`src/rtl/negacyclic_mac_accum_pkg.sv`:
```
// Shared definitions for the negacyclic polynomial MAC datapath.
package negacyclic_mac_accum_pkg;

    // Default widths, shared with the fixed-point multiplier.
    localparam int DATA_WIDTH_DEFAULT = 32;
    localparam int N_WIDTH_DEFAULT    = 8;

    // Multiplier latency in cycles; the tag pipeline depth must match it.
    localparam int MUL_LATENCY = 1;

    // Group accumulation state.
    typedef enum logic [1:0] {
        IDLE  = 2'd0,
        ACCUM = 2'd1,
        DONE  = 2'd2
    } state_t;

    // Per-term control tag travelling alongside the multiplier operands.
    typedef struct packed {
        logic valid;
        logic neg;
        logic last;
    } tag_t;

endpackage

```
`src/rtl/negacyclic_mac_accum_tag_delay.sv`:
```
// Delays the per-term control tag by the multiplier latency so that it
// arrives together with the matching product.
module mac_tag_delay
    import negacyclic_mac_accum_pkg::*;
#(
    parameter int DEPTH = MUL_LATENCY
) (
    input  logic clk,
    input  logic rst,
    input  tag_t din,
    output tag_t dout
);

    tag_t pipe_r [DEPTH];

    // Shift register of tags; reset discards any terms in flight.
    always_ff @(posedge clk) begin
        if (rst) begin
            for (int i = 0; i < DEPTH; i++) begin
                pipe_r[i] <= '{valid: 1'b0, neg: 1'b0, last: 1'b0};
            end
        end else begin
            pipe_r[0] <= din;
            for (int i = 1; i < DEPTH; i++) begin
                pipe_r[i] <= pipe_r[i-1];
            end
        end
    end

    assign dout = pipe_r[DEPTH-1];

endmodule

```
`src/rtl/negacyclic_mac_accum.sv`:
```
// Accumulates a group of multiplier products into one coefficient modulo
// 2^DATA_WIDTH, negating terms that wrapped around X^N = -1, and presents
// the finished coefficient on a valid/ready output.
module negacyclic_mac_accum
    import negacyclic_mac_accum_pkg::*;
#(
    parameter int DATA_WIDTH = DATA_WIDTH_DEFAULT,
    parameter int n_WIDTH    = N_WIDTH_DEFAULT
) (
    input  logic                  clk,
    input  logic                  rst,
    input  logic                  issue_valid,
    input  logic                  issue_neg,
    input  logic                  issue_last,
    output logic                  issue_ready,
    input  logic [DATA_WIDTH-1:0] prod,
    output logic [DATA_WIDTH-1:0] out_data,
    output logic [n_WIDTH-1:0]    out_terms,
    output logic                  out_valid,
    input  logic                  out_ready,
    output logic                  err
);

    localparam logic [n_WIDTH-1:0]    CNT_MAX = {n_WIDTH{1'b1}};
    localparam logic [n_WIDTH-1:0]    CNT_ONE = {{(n_WIDTH-1){1'b0}}, 1'b1};
    localparam logic [DATA_WIDTH-1:0] ZERO_W  = {DATA_WIDTH{1'b0}};

    // Two's-complement conditional negation; the most negative value maps
    // to itself, which is the intended torus behaviour.
    function automatic logic [DATA_WIDTH-1:0] cond_negate(
        input logic [DATA_WIDTH-1:0] value,
        input logic                  neg
    );
        logic [DATA_WIDTH-1:0] res;
        if (neg) begin
            res = ZERO_W - value;
        end else begin
            res = value;
        end
        return res;
    endfunction

    state_t                state_r;
    state_t                state_next_s;
    logic [DATA_WIDTH-1:0] acc_r;
    logic [n_WIDTH-1:0]    cnt_r;
    logic [DATA_WIDTH-1:0] out_data_r;
    logic [n_WIDTH-1:0]    out_terms_r;
    logic                  out_valid_r;
    logic                  err_r;

    tag_t                  issue_tag_s;
    tag_t                  d1_tag_s;
    logic                  issue_fire_s;
    logic                  accept_s;
    logic                  drop_s;
    logic [DATA_WIDTH-1:0] term_s;
    logic [DATA_WIDTH-1:0] acc_base_s;
    logic [DATA_WIDTH-1:0] acc_next_s;
    logic [n_WIDTH-1:0]    cnt_next_s;
    logic                  cnt_ovf_s;

    // Never let a last term be in flight while the output register is full.
    assign issue_ready  = !out_valid_r && !(d1_tag_s.valid && d1_tag_s.last);
    assign issue_fire_s = issue_valid && issue_ready;

    assign issue_tag_s = '{valid: issue_fire_s, neg: issue_neg, last: issue_last};

    mac_tag_delay #(
        .DEPTH (MUL_LATENCY)
    ) u_tag_delay (
        .clk  (clk),
        .rst  (rst),
        .din  (issue_tag_s),
        .dout (d1_tag_s)
    );

    // A product arriving while a result waits is a protocol violation.
    assign accept_s = d1_tag_s.valid && (state_r != DONE);
    assign drop_s   = d1_tag_s.valid && (state_r == DONE);

    // Signed term, accumulator update and term counter for the arriving product.
    always_comb begin
        term_s     = cond_negate(prod, d1_tag_s.neg);
        acc_base_s = ZERO_W;
        cnt_next_s = CNT_ONE;
        cnt_ovf_s  = 1'b0;
        if (state_r == IDLE) begin
            acc_base_s = ZERO_W;
            cnt_next_s = CNT_ONE;
        end else if (cnt_r == CNT_MAX) begin
            acc_base_s = acc_r;
            cnt_next_s = CNT_MAX;
            cnt_ovf_s  = 1'b1;
        end else begin
            acc_base_s = acc_r;
            cnt_next_s = cnt_r + CNT_ONE;
        end
        acc_next_s = acc_base_s + term_s;
    end

    // Next-state logic for group open/close and result hand-off.
    always_comb begin
        state_next_s = state_r;
        case (state_r)
            IDLE: begin
                if (d1_tag_s.valid && d1_tag_s.last) begin
                    state_next_s = DONE;
                end else if (d1_tag_s.valid) begin
                    state_next_s = ACCUM;
                end else begin
                    state_next_s = IDLE;
                end
            end
            ACCUM: begin
                if (d1_tag_s.valid && d1_tag_s.last) begin
                    state_next_s = DONE;
                end else begin
                    state_next_s = ACCUM;
                end
            end
            DONE: begin
                if (out_ready) begin
                    state_next_s = IDLE;
                end else begin
                    state_next_s = DONE;
                end
            end
            default: begin
                state_next_s = IDLE;
            end
        endcase
    end

    // State, accumulator, result register and sticky error.
    always_ff @(posedge clk) begin
        if (rst) begin
            state_r     <= IDLE;
            acc_r       <= ZERO_W;
            cnt_r       <= {n_WIDTH{1'b0}};
            out_data_r  <= ZERO_W;
            out_terms_r <= {n_WIDTH{1'b0}};
            out_valid_r <= 1'b0;
            err_r       <= 1'b0;
        end else begin
            state_r <= state_next_s;
            if (accept_s) begin
                acc_r <= acc_next_s;
                cnt_r <= cnt_next_s;
            end
            if (accept_s && d1_tag_s.last) begin
                out_data_r  <= acc_next_s;
                out_terms_r <= cnt_next_s;
                out_valid_r <= 1'b1;
            end else if (out_valid_r && out_ready) begin
                out_valid_r <= 1'b0;
            end
            if (drop_s || (accept_s && cnt_ovf_s)) begin
                err_r <= 1'b1;
            end
        end
    end

    assign out_data  = out_data_r;
    assign out_terms = out_terms_r;
    assign out_valid = out_valid_r;
    assign err       = err_r;

endmodule
```
`config.mk`:
```
export PLATFORM = sky130hd
export DESIGN_NAME = negacyclic_mac_accum
export DESIGN_NICKNAME = d
export VERILOG_FILES = /design/src/rtl/negacyclic_mac_accum_pkg.sv /design/src/rtl/negacyclic_mac_accum_tag_delay.sv /design/src/rtl/negacyclic_mac_accum.sv
export SDC_FILE = /design/constraint.sdc
export NUM_CORES = 1
export LEC_CHECK = 0
export ABC_AREA = 0
export ABC_CLOCK_PERIOD_IN_PS = 8650
export CORE_MARGIN = 2
export CORE_UTILIZATION = 45
export DETAILED_ROUTE_END_ITERATION = 10
export GPL_TIMING_DRIVEN = 0
export PLACE_DENSITY_LB_ADDON = 0.08
export SETUP_SLACK_MARGIN = 0.05
export SYNTH_ARGS = -nofsm -noshare
export SYNTH_HDL_FRONTEND = slang
export SYNTH_SLANG_ARGS = --single-unit
```
`constraint.sdc`:
```
create_clock -name clk -period 8.65 [get_ports clk]
set_clock_uncertainty 0.15 [all_clocks]
set_input_delay 1.73 -clock clk [delete_from_list [all_inputs] [get_ports clk]]
set_output_delay 1.73 -clock clk [all_outputs]
set_load 0.01 [all_outputs]
```
==> results.txt <==
----------------------------------------------------
[Floorplanning]
  Overall die area ... roughly 0.015 mm²
  Row Count ... 43
  Count of boundary I/O pins ... between 80 and 90
  Initial Util ... roughly 46%
  Std-Cell Core Area ... ~0.014 mm²
  Width of the die ... roughly 120 µm
  Vertical extent of the die ... approximately 120 µm

[Clock network]
  H-Tree Level Count ... 3
  Post-cts sizing count ... 0
  TritonCTS clock tree ... yes
  Number of CTS-inserted buffers ... 9
  Clk Tree Root Cell ... clkbuf_16
  Number of sinks handled by clock tree synthesis ... 87
  CTS max path bufs ... 2
  Later-pin clock latency in the skew report ... 0.35 ns
  Worst-path clk slew ... 0.07 ns
  Hold Buf Count CTS ... 0
  Post-CTS setup buffer count ... 0

[STA]
  Unrepaired setup endpoints after global routing ... no
  Setup violation total in the final timing report ... 0
  Normalized max-slew margin ... ~28%
  Max-slew violation total from the final report ... 0
  Number of endpoints with negative hold slack in the final report ... 0
  Final worst path period need ... ~6.7 ns
  Post-route clock period utilization ... 76.99%
  Fin Setup TNS ... 0 ns
  Maximum operating frequency ... roughly 150 MHz
  Worst Tran Pin Value ... ~1.1 ns

[Finish]
  Antenna Cells ... 0
  Nets ... roughly 1,000
  Highest-count cells in the layout ignoring fill and taps ... nand2_1 (136), a21oi_1 (93), dfxtp_1 (87)
  Most common cell after layout, fill and taps aside ... nand2_1
  Area Overhead vs Synth ... 21.15%
  Utilization after layout ... 55.42%
  Ratio of cells with drive above 1 in the final layout ... between 2 and 3%

[Yosys]
  Simple-gate portion of the synthesized area ... between 20% and 30%
  Fraction of synthesized cell area in xor and xnor cells ... 7.367%
  Main combinational cell family by area after synthesis ... simple AND/OR/NAND/NOR gates
  Cells after synthesis ... 850
  Synthesis Warnings ... 0
  Post-synthesis cell type count ... between 60 and 70
  Multiplexer fraction of the synthesized cell area ... 1.112%
  Number of synthesized flops with an enable pin ... 0
  Synthesized-area fraction occupied by adder cells ... roughly 7%
  Ys flop type ... dfxtp_1
  Fraction of the mapped netlist area in compound gates ... 23.55%
  Count of state elements after synthesis ... 87
  Cell area after technology mapping ... 0.006301 mm²
  Average size of a mapped cell ... ~7.4 µm²
  Sequential fraction of the synthesis area ... roughly 28%
  Synthesized Nets ... about 920
  Share of synthesized registers carrying an async set or reset ... 0%

[Place]
  Global placer's final weighted congestion ... ~0.99
  Half-perimeter wire length after placement ... 15.04 mm
  # port buffers ... 80

[Worst setup path]
  Worst-path fanout max ... 7
  Critical Path RT ... approximately 8.8 ns
  Critical path launch point type ... input port
  Critical Path AT ... 6.79 ns
  Critical path start-end classification ... in2reg
  Crit. End Element ... flip-flop

[Pwr]
  Static leakage power ... approximately 2.8 nW
  Max VDD drop ... 0.00009897 V
  Power Density ... around 140 mW/mm²

[Outcome]
  Run status ... finished clean

[Drt]
  Count of TritonRoute iterations in the first routing pass ... 5
  ANT nets after route ... 0
  Post-detailed-route wirelength per cell ... approximately 18 µm
  First-iteration detailed-routing DRC count ... about 470
  Residual DRC ... 0
  Detailed Route WL ... 20.08 mm
  Via/cell ratio ... 5.750
  Routed via count ... ~6,500

[Job]
  Number of max-capacitance violations reported ... 0

[GRT]
  Total GRT Usage ... around 27%
  Global-route wire length before repair ... 31.53 mm
  Maximum number of pins on one net before global-route repair ... 16
  Initial antenna violation count ... 0
  Vias in the first global route ... ~6,000
  Congestion Overflow GR ... 0

[Worst hold path]
  Class of the worst hold path ... reg2reg

----------------------------------------------------
-- layout make-up --
cell class / instances / area (µm²)
tap: 180 / 225.2
timing repair buffer: 80 / 800.8
clock inverter: 6 / 67.56
sequential: 87 / 1742
buffer: 61 / 236.5
fill: 1385 / 6140
multi-input combinational: 688 / 4270
inverter: 14 / 52.55
clock buffer: 10 / 239.0
-- cells in the mapped netlist (5+ instances only) --
library cell  number  area, µm²
xnor2_1           42      367.9
nand3_1           27      135.1
a21o_1             5      37.54
nor2_1            43      161.4
ha_1              33      412.9
or3_1             10      62.56
a21oi_1           93      465.5
nand2b_1           9      56.30
or4_1             10      75.07
nand3b_1          13      97.59
nand2_1          136      510.5
o21ai_0           44      220.2
or2_2              6      37.54
o211ai_1          10      75.07
o21bai_1          10      75.07
o31ai_1           10      75.07
xor2_1            11      96.34
nor3_1            15      75.07
nand4_1           17      106.4
a31oi_1           12      75.07
mux2i_1            7      70.07
a211oi_1           8      60.06
nor3b_1            9      67.56
nor2b_1            6      37.54
dfxtp_1           87       1742
and3_1             7      43.79
and2_1            32      200.2
nand4b_1           7      61.31
clkbuf_1          58      217.7
inv_1             14      52.55
-- worst max-delay path: stages --
cell and delay, ns:
clkdlybuf4s50_1 0.47, or3_1 0.40, or2_2 0.31, or3_1 0.39
clkbuf_1 0.22, o31ai_1 0.28, xnor2_1 0.18, ha_1 0.26
clkbuf_1 0.19, a21oi_1 0.31, o21ai_0 0.14, a311oi_1 0.44
inv_1 0.17, o32ai_1 0.95, nand4_1 0.18, a31oi_1 0.18
-- per-layer routing --
layer	wire length, µm	part of all wire [%]	vias up	GRT usage [%]
met4	346	1.7	0	8.621
li1	-	-	3258	-
met3	1307	6.5	23	3.206
met5	0	0	-	0
met1	9596	48	2996	38.87
met2	8832	44	198	42.33
-- sequential cells by signal, indices dropped and copies added (netlist names) --
register and flops:
u_tag_delay.pipe_r 3, err 1, out_data 32, state_r 2, acc_r 32, out_valid 1, out_terms 8, cnt_r 8
-- path summary, 6_finish.rpt --
kind,startpoint,to,slack (ns),cells past startpoint
setup / recovery,prod[3],out_data[27],1.99,16
hold / removal,acc_r[6],acc_r[6],0.30,2
setup reg to reg,u_tag_delay.pipe_r[0][1],out_data[27],3.66,13
hold reg to reg,acc_r[6],acc_r[6],0.30,2
-- metrics by stage --
step	power, mW	hold WS, ns	std cells	setup slack [ns]	area (µm²)
finish	1.086	0.2991	1126	1.990	7634
global placement	0.6774	0.2857	1110	1.788	7327
floorplan	0.5905	0.2773	850	3.289	6301
global route	1.131	0.3146	1126	1.705	7634
detailed placement	0.6759	0.2931	1110	1.800	7327
CTS	1.087	0.3011	1126	2.159	7634
-- cell families (layout without fill, tap and decap cells) --
kind of cell	Yosys count	after routing
adder cells (fa/ha/maj)	34	34
flip-flops	87	87
AND/OR/NAND/NOR	358	358
multiplexers	7	7
AO/OA/AOI/OAI	236	236
buffers and inverters	75	171
XOR/XNOR	53	53
-- power by group --
group          internal, mW  leakage, nW  switching (mW)
registers             0.417        0.707         0.00904
logic                0.0931         1.91           0.152
clock network         0.234        0.145           0.180
Note: power is estimated with default switching activity, not from simulation.
==> patch 1 (config.mk and constraints unchanged) <==
Change the package constant `MUL_LATENCY` from 1 to 2.
--- a/src/rtl/negacyclic_mac_accum_pkg.sv
+++ b/src/rtl/negacyclic_mac_accum_pkg.sv
@@ -6,7 +6,7 @@
     localparam int N_WIDTH_DEFAULT    = 8;
 
     // Multiplier latency in cycles; the tag pipeline depth must match it.
-    localparam int MUL_LATENCY = 1;
+    localparam int MUL_LATENCY = 2;
 
     // Group accumulation state.
     typedef enum logic [1:0] {
Function: changed (Yosys sat finds a counterexample within 4 cycles, from zero or initial values and one cycle with rst high).
==> patch 1 against the original RTL <==
Design area down 5.5%. Total power down 4.8%. Routed wire length down 9.9%. Global-route usage down 1.2 points. Utilization up 1.5 points. Critical endpoint is now out_data[26]$_SDFFE_PP0P_. Count of clock-buffer cells in the layout down 1. First-iteration DRC count down 17%. Sequential cell count up 3. Setup slack better by 210 ps. Register-to-register slack better by 160 ps. Critical path type unchanged. Synthesized area down 6.6%.
==> patch 1: results (changes against the original RTL) <==
Post-synth ARST share: 0% (unchanged)
DRT Pass-1 Iters: 7 (+2)
post-CTS setup buffers: 0 (unchanged)
Syn Area/Cell: 7.94 µm² (+7.1%)
Pleak: 2.70 nW (-2.4%)
Port Buffer Count: 79 (-1.3%)
worst skew pair latency: 350 ps (about the same)
final net count: 903 (-11%)
largest net degree at the start of global routing: 17 (+1)
mux cell area share after synthesis: 0.510% (-0.60 points)
GRT Overall Usage: 25.9% (-1.2 points)
Yosys cell types: 66 (+8.2%)
Tightest Pin Transition: 830 ps (-240 ps)
Placer Congestion: 0.935 (-5.3%)
M2 GR Usage: 44.5% (+2.1 points)
XOR/XNOR Fraction of Synth Area: 8.93% (+1.6 points)
hold slack: 296 ps (-3.27 ps)
Synth Net Count: 813 (-12%)
deepest clock path buffer count: 2 (unchanged)
Synth area leaders: dfxtp_1 31%, nand2_1 7.2%, ha_1 7.0%
post-synthesis sequential area ratio: 30.6% (+3.0 points)
Synth Area in Adders: 7.36% (+0.49 points)
Post-Place Cell Area: 6890 µm² (-6.0%)
htree depth: 3 (unchanged)
max incr delay on CP: 740 ps (-210 ps)
worst-path fanout max: 9 (+2)
post-DP HPWL: 14.3 mm (-4.9%)
Critical path origin: prod[3]
met3 Usage GRT: 5.84% (+2.6 points)
starting DRC count in detailed routing: 386 (-17%)
placed cells: 992 (-11%)
Worst path slowest cell: o311ai_1
run status: finished, final reports clean
first-pass GRT wire length: 28.8 mm (-8.6%)
worst flop-to-flop path endpoint: out_data[26]$_SDFFE_PP0P_
M1 GR Usage: 31.0% (-7.9 points)
HP Class: reg -> reg
register-to-register setup slack: 3820 ps (+160 ps)
Setup crit end: out_data[26]$_SDFFE_PP0P_
VDD IR max: 0.000145 V (+46%)
vias per cell: 5.80 (+0.80%)
list of most frequent post-synthesis cells: 113 x nand2_1, 90 x dfxtp_1, 65 x a21oi_1, 56 x nor2_1, 43 x xnor2_1
fin cells: 1008 (-10%)
vias in the first global route: 5602 (-6.6%)
P_int: 0.749 mW (+0.64%)
Root Buffer Master: clkbuf_16
Reg2Reg Launch Point: u_tag_delay.pipe_r[0][4]$_SDFF_PP0_
initial antenna violation count: 0 (unchanged)
cts hold-fix bufs: 0 (unchanged)
Compound-Gate Fraction of Synth Area: 25.5% (+2.0 points)
R2R cell count: 11 (-2)
Worst Path Arrival: 6500 ps (-290 ps)
synthesis warning total: 0 (unchanged)
Avg WL per Cell: 18.0 µm (+0.68%)
layout cell share with drive strength beyond 1: 4.43% (+1.6 points)
patch 1: cell count changes in the layout (fill, tap and decap cells not counted), sizes merged, moves of 12 or more:
cell    delta
nor2b     +30
and2      -24
nor2      +13
o21ai     -12
nand2     -23
clkbuf    -24
a21o      +15
a22o      +17
a21oi     -28
nand3     -17
patch 1: worst min-delay path by stage:
stage	from	to	cells past startpoint
final	u_tag_delay.pipe_r[0][2]$_SDFF_PP0_	u_tag_delay.pipe_r[0][5]$_SDFF_PP0_	1
after global routing	u_tag_delay.pipe_r[0][2]$_SDFF_PP0_	u_tag_delay.pipe_r[0][5]$_SDFF_PP0_	1
after floorplan	u_tag_delay.pipe_r[0][0]$_SDFF_PP0_	u_tag_delay.pipe_r[0][3]$_SDFF_PP0_	1
after global placement	u_tag_delay.pipe_r[0][2]$_SDFF_PP0_	u_tag_delay.pipe_r[0][5]$_SDFF_PP0_	1
after detailed placement	u_tag_delay.pipe_r[0][0]$_SDFF_PP0_	u_tag_delay.pipe_r[0][3]$_SDFF_PP0_	1
after CTS	u_tag_delay.pipe_r[0][2]$_SDFF_PP0_	u_tag_delay.pipe_r[0][5]$_SDFF_PP0_	1
patch 1: kinds of logic (layout without fill, tap and decap cells):
| family | Yosys count | after routing |
|---|---|---|
| DFF | 90 | 90 |
| AOI/OAI and AO/OA | 225 | 225 |
| xor gates and xnor gates | 60 | 60 |
| muxes | 3 | 3 |
| and+or+nand+nor | 282 | 282 |
| adders and majority gates | 34 | 34 |
| buffers and inverters | 47 | 142 |
patch 1: cell type report:
class / instances / area [µm²]
Buffer: 38 / 171
Timing Repair Buffer: 79 / 791
Sequential cell: 90 / 1800
Multi-Input combinational cell: 604 / 3880
Clock buffer: 9 / 225
Clock inverter: 7 / 98.8
Inverter: 9 / 33.8
Fill cell: 1196 / 5460
Tap cell: 172 / 215
patch 1: routing by layer:
layer  vias to the layer above  part of all wire [%]
met5                         -                     0
met4                         0                   4.0
li1                       2857                     -
met2                       175                    48
met3                        47                   6.0
met1                      2764                    42
patch 1: through the flow:
stage                     utilization [%]  total power, mW  setup WS [ps]
after floorplan                         -            0.549           3260
after global placement               54.4            0.612           1850
after detailed placement             54.4            0.615           1880
after CTS                            56.9             1.04           2220
after global routing                 56.9             1.07           1720
final                                56.9             1.03           2200
patch 1: power by group through the flow:
stage	logic [mW]	registers, mW	clock network [mW]
2_1_floorplan	0.111	0.438	0
3_3_place_gp	0.174	0.438	0
3_5_place_dp	0.176	0.439	0
4_1_cts	0.177	0.429	0.434
5_1_grt	0.194	0.430	0.449
6_report	0.177	0.429	0.427
==> patch 2 (same flow settings) <==
Without the edit above. Put one more register stage on the output `err`. The value now appears one clock later. The other outputs are not delayed to match.
--- a/src/rtl/negacyclic_mac_accum.sv
+++ b/src/rtl/negacyclic_mac_accum.sv
@@ -164,6 +164,8 @@
     assign out_data  = out_data_r;
     assign out_terms = out_terms_r;
     assign out_valid = out_valid_r;
-    assign err       = err_r;
+    always_ff @(posedge clk) begin
+        err <= err_r;
+    end
 
 endmodule
Function: no difference found for any inputs over 4 cycles, from zero or initial values and one cycle with rst high; that may be too few to reach the edited logic, so the function may still have changed.
==> patch 2 against the original RTL <==
Routed wire length up 1.6%. Final cell count stayed put. Design area grew 0.25%. Global-route usage is 0.32 points higher. Utilization is 0.080 points lower. Critical path depth is 1 lower. Sequential cell count grew 1. Total power up 0.29%. Synthesized area rose by 0.32%. Sequential power up 1%. Worst hold slack worse by 96 ps. Setup slack improved by 100 ps.
==> patch 2: results (changes against the original RTL) <==
run status: finished, final reports clean
final wirelength: 20.4 mm (+1.6%)
layout cell share with drive strength beyond 1: 2.75% (-0.11 points)
Compound-Gate Fraction of Synth Area: 23.5% (-0.075 points)
M1 GR Usage: 39.2% (+0.30 points)
hold slack: 203 ps (-95.8 ps)
R2R cell count: 12 (-1)
Tightest Pin Transition: 962 ps (-109 ps)
XOR/XNOR Fraction of Synth Area: 7.34% (-0.023 points)
Hold Startpoint: err_r$_SDFFE_PP0P_
hold path cells: 0 (-2)
post-synthesis sequential area ratio: 27.9% (+0.23 points)
DR vias: 6534 (+0.91%)
met3 wire len: 1.29 mm (-1.2%)
vias in the first global route: 6009 (+0.15%)
clock share of power: 37.7% (-0.4 points)
first-pass GRT wire length: 31.6 mm (+0.20%)
Synth Net Count: 923 (+0.11%)
Syn Area/Cell: 7.43 µm² (+0.20%)
GRT Overall Usage: 27.4% (+0.32 points)
largest net degree at the start of global routing: 15 (-1)
Avg WL per Cell: 18.1 µm (+1.6%)
Worst Hold End: err$_DFF_P_
switching share of power: 30.7% (-0.74 points)
met3 Usage GRT: 2.83% (-0.37 points)
post-place setup slack: 1810 ps (+12.9 ps)
Placer Congestion: 0.966 (-2.1%)
M1 WL: 9.82 mm (+2.4%)
Pleak: 2.78 nW (+0.53%)
starting DRC count in detailed routing: 424 (-8.8%)
==> patch 2: how the worst max path moves through the flow <==
stage	slack, ps	cells after the start	startpoint	to
3_5_place_dp	1810	15	prod[3]	out_data[27]$_SDFFE_PP0P_
5_1_grt	1660	14	prod[3]	out_data[27]$_SDFFE_PP0P_
6_report	2090	15	prod[3]	out_data[27]$_SDFFE_PP0P_
4_1_cts	2160	15	prod[3]	out_data[27]$_SDFFE_PP0P_
3_3_place_gp	1810	14	prod[3]	out_data[27]$_SDFFE_PP0P_
2_1_floorplan	3290	15	prod[5]	acc_r[23]$_SDFFE_PP0P_
==> patch 2: final cells by class <==
| class | instances | area [µm²] |
|---|---|---|
| Fill cell | 1390 | 6170 |
| Multi-Input combinational cell | 688 | 4270 |
| Sequential cell | 88 | 1760 |
| Timing Repair Buffer | 80 | 801 |
| Clock buffer | 11 | 253 |
| Buffer | 61 | 236 |
| Tap cell | 180 | 225 |
| Clock inverter | 4 | 52.6 |
| Inverter | 14 | 52.6 |
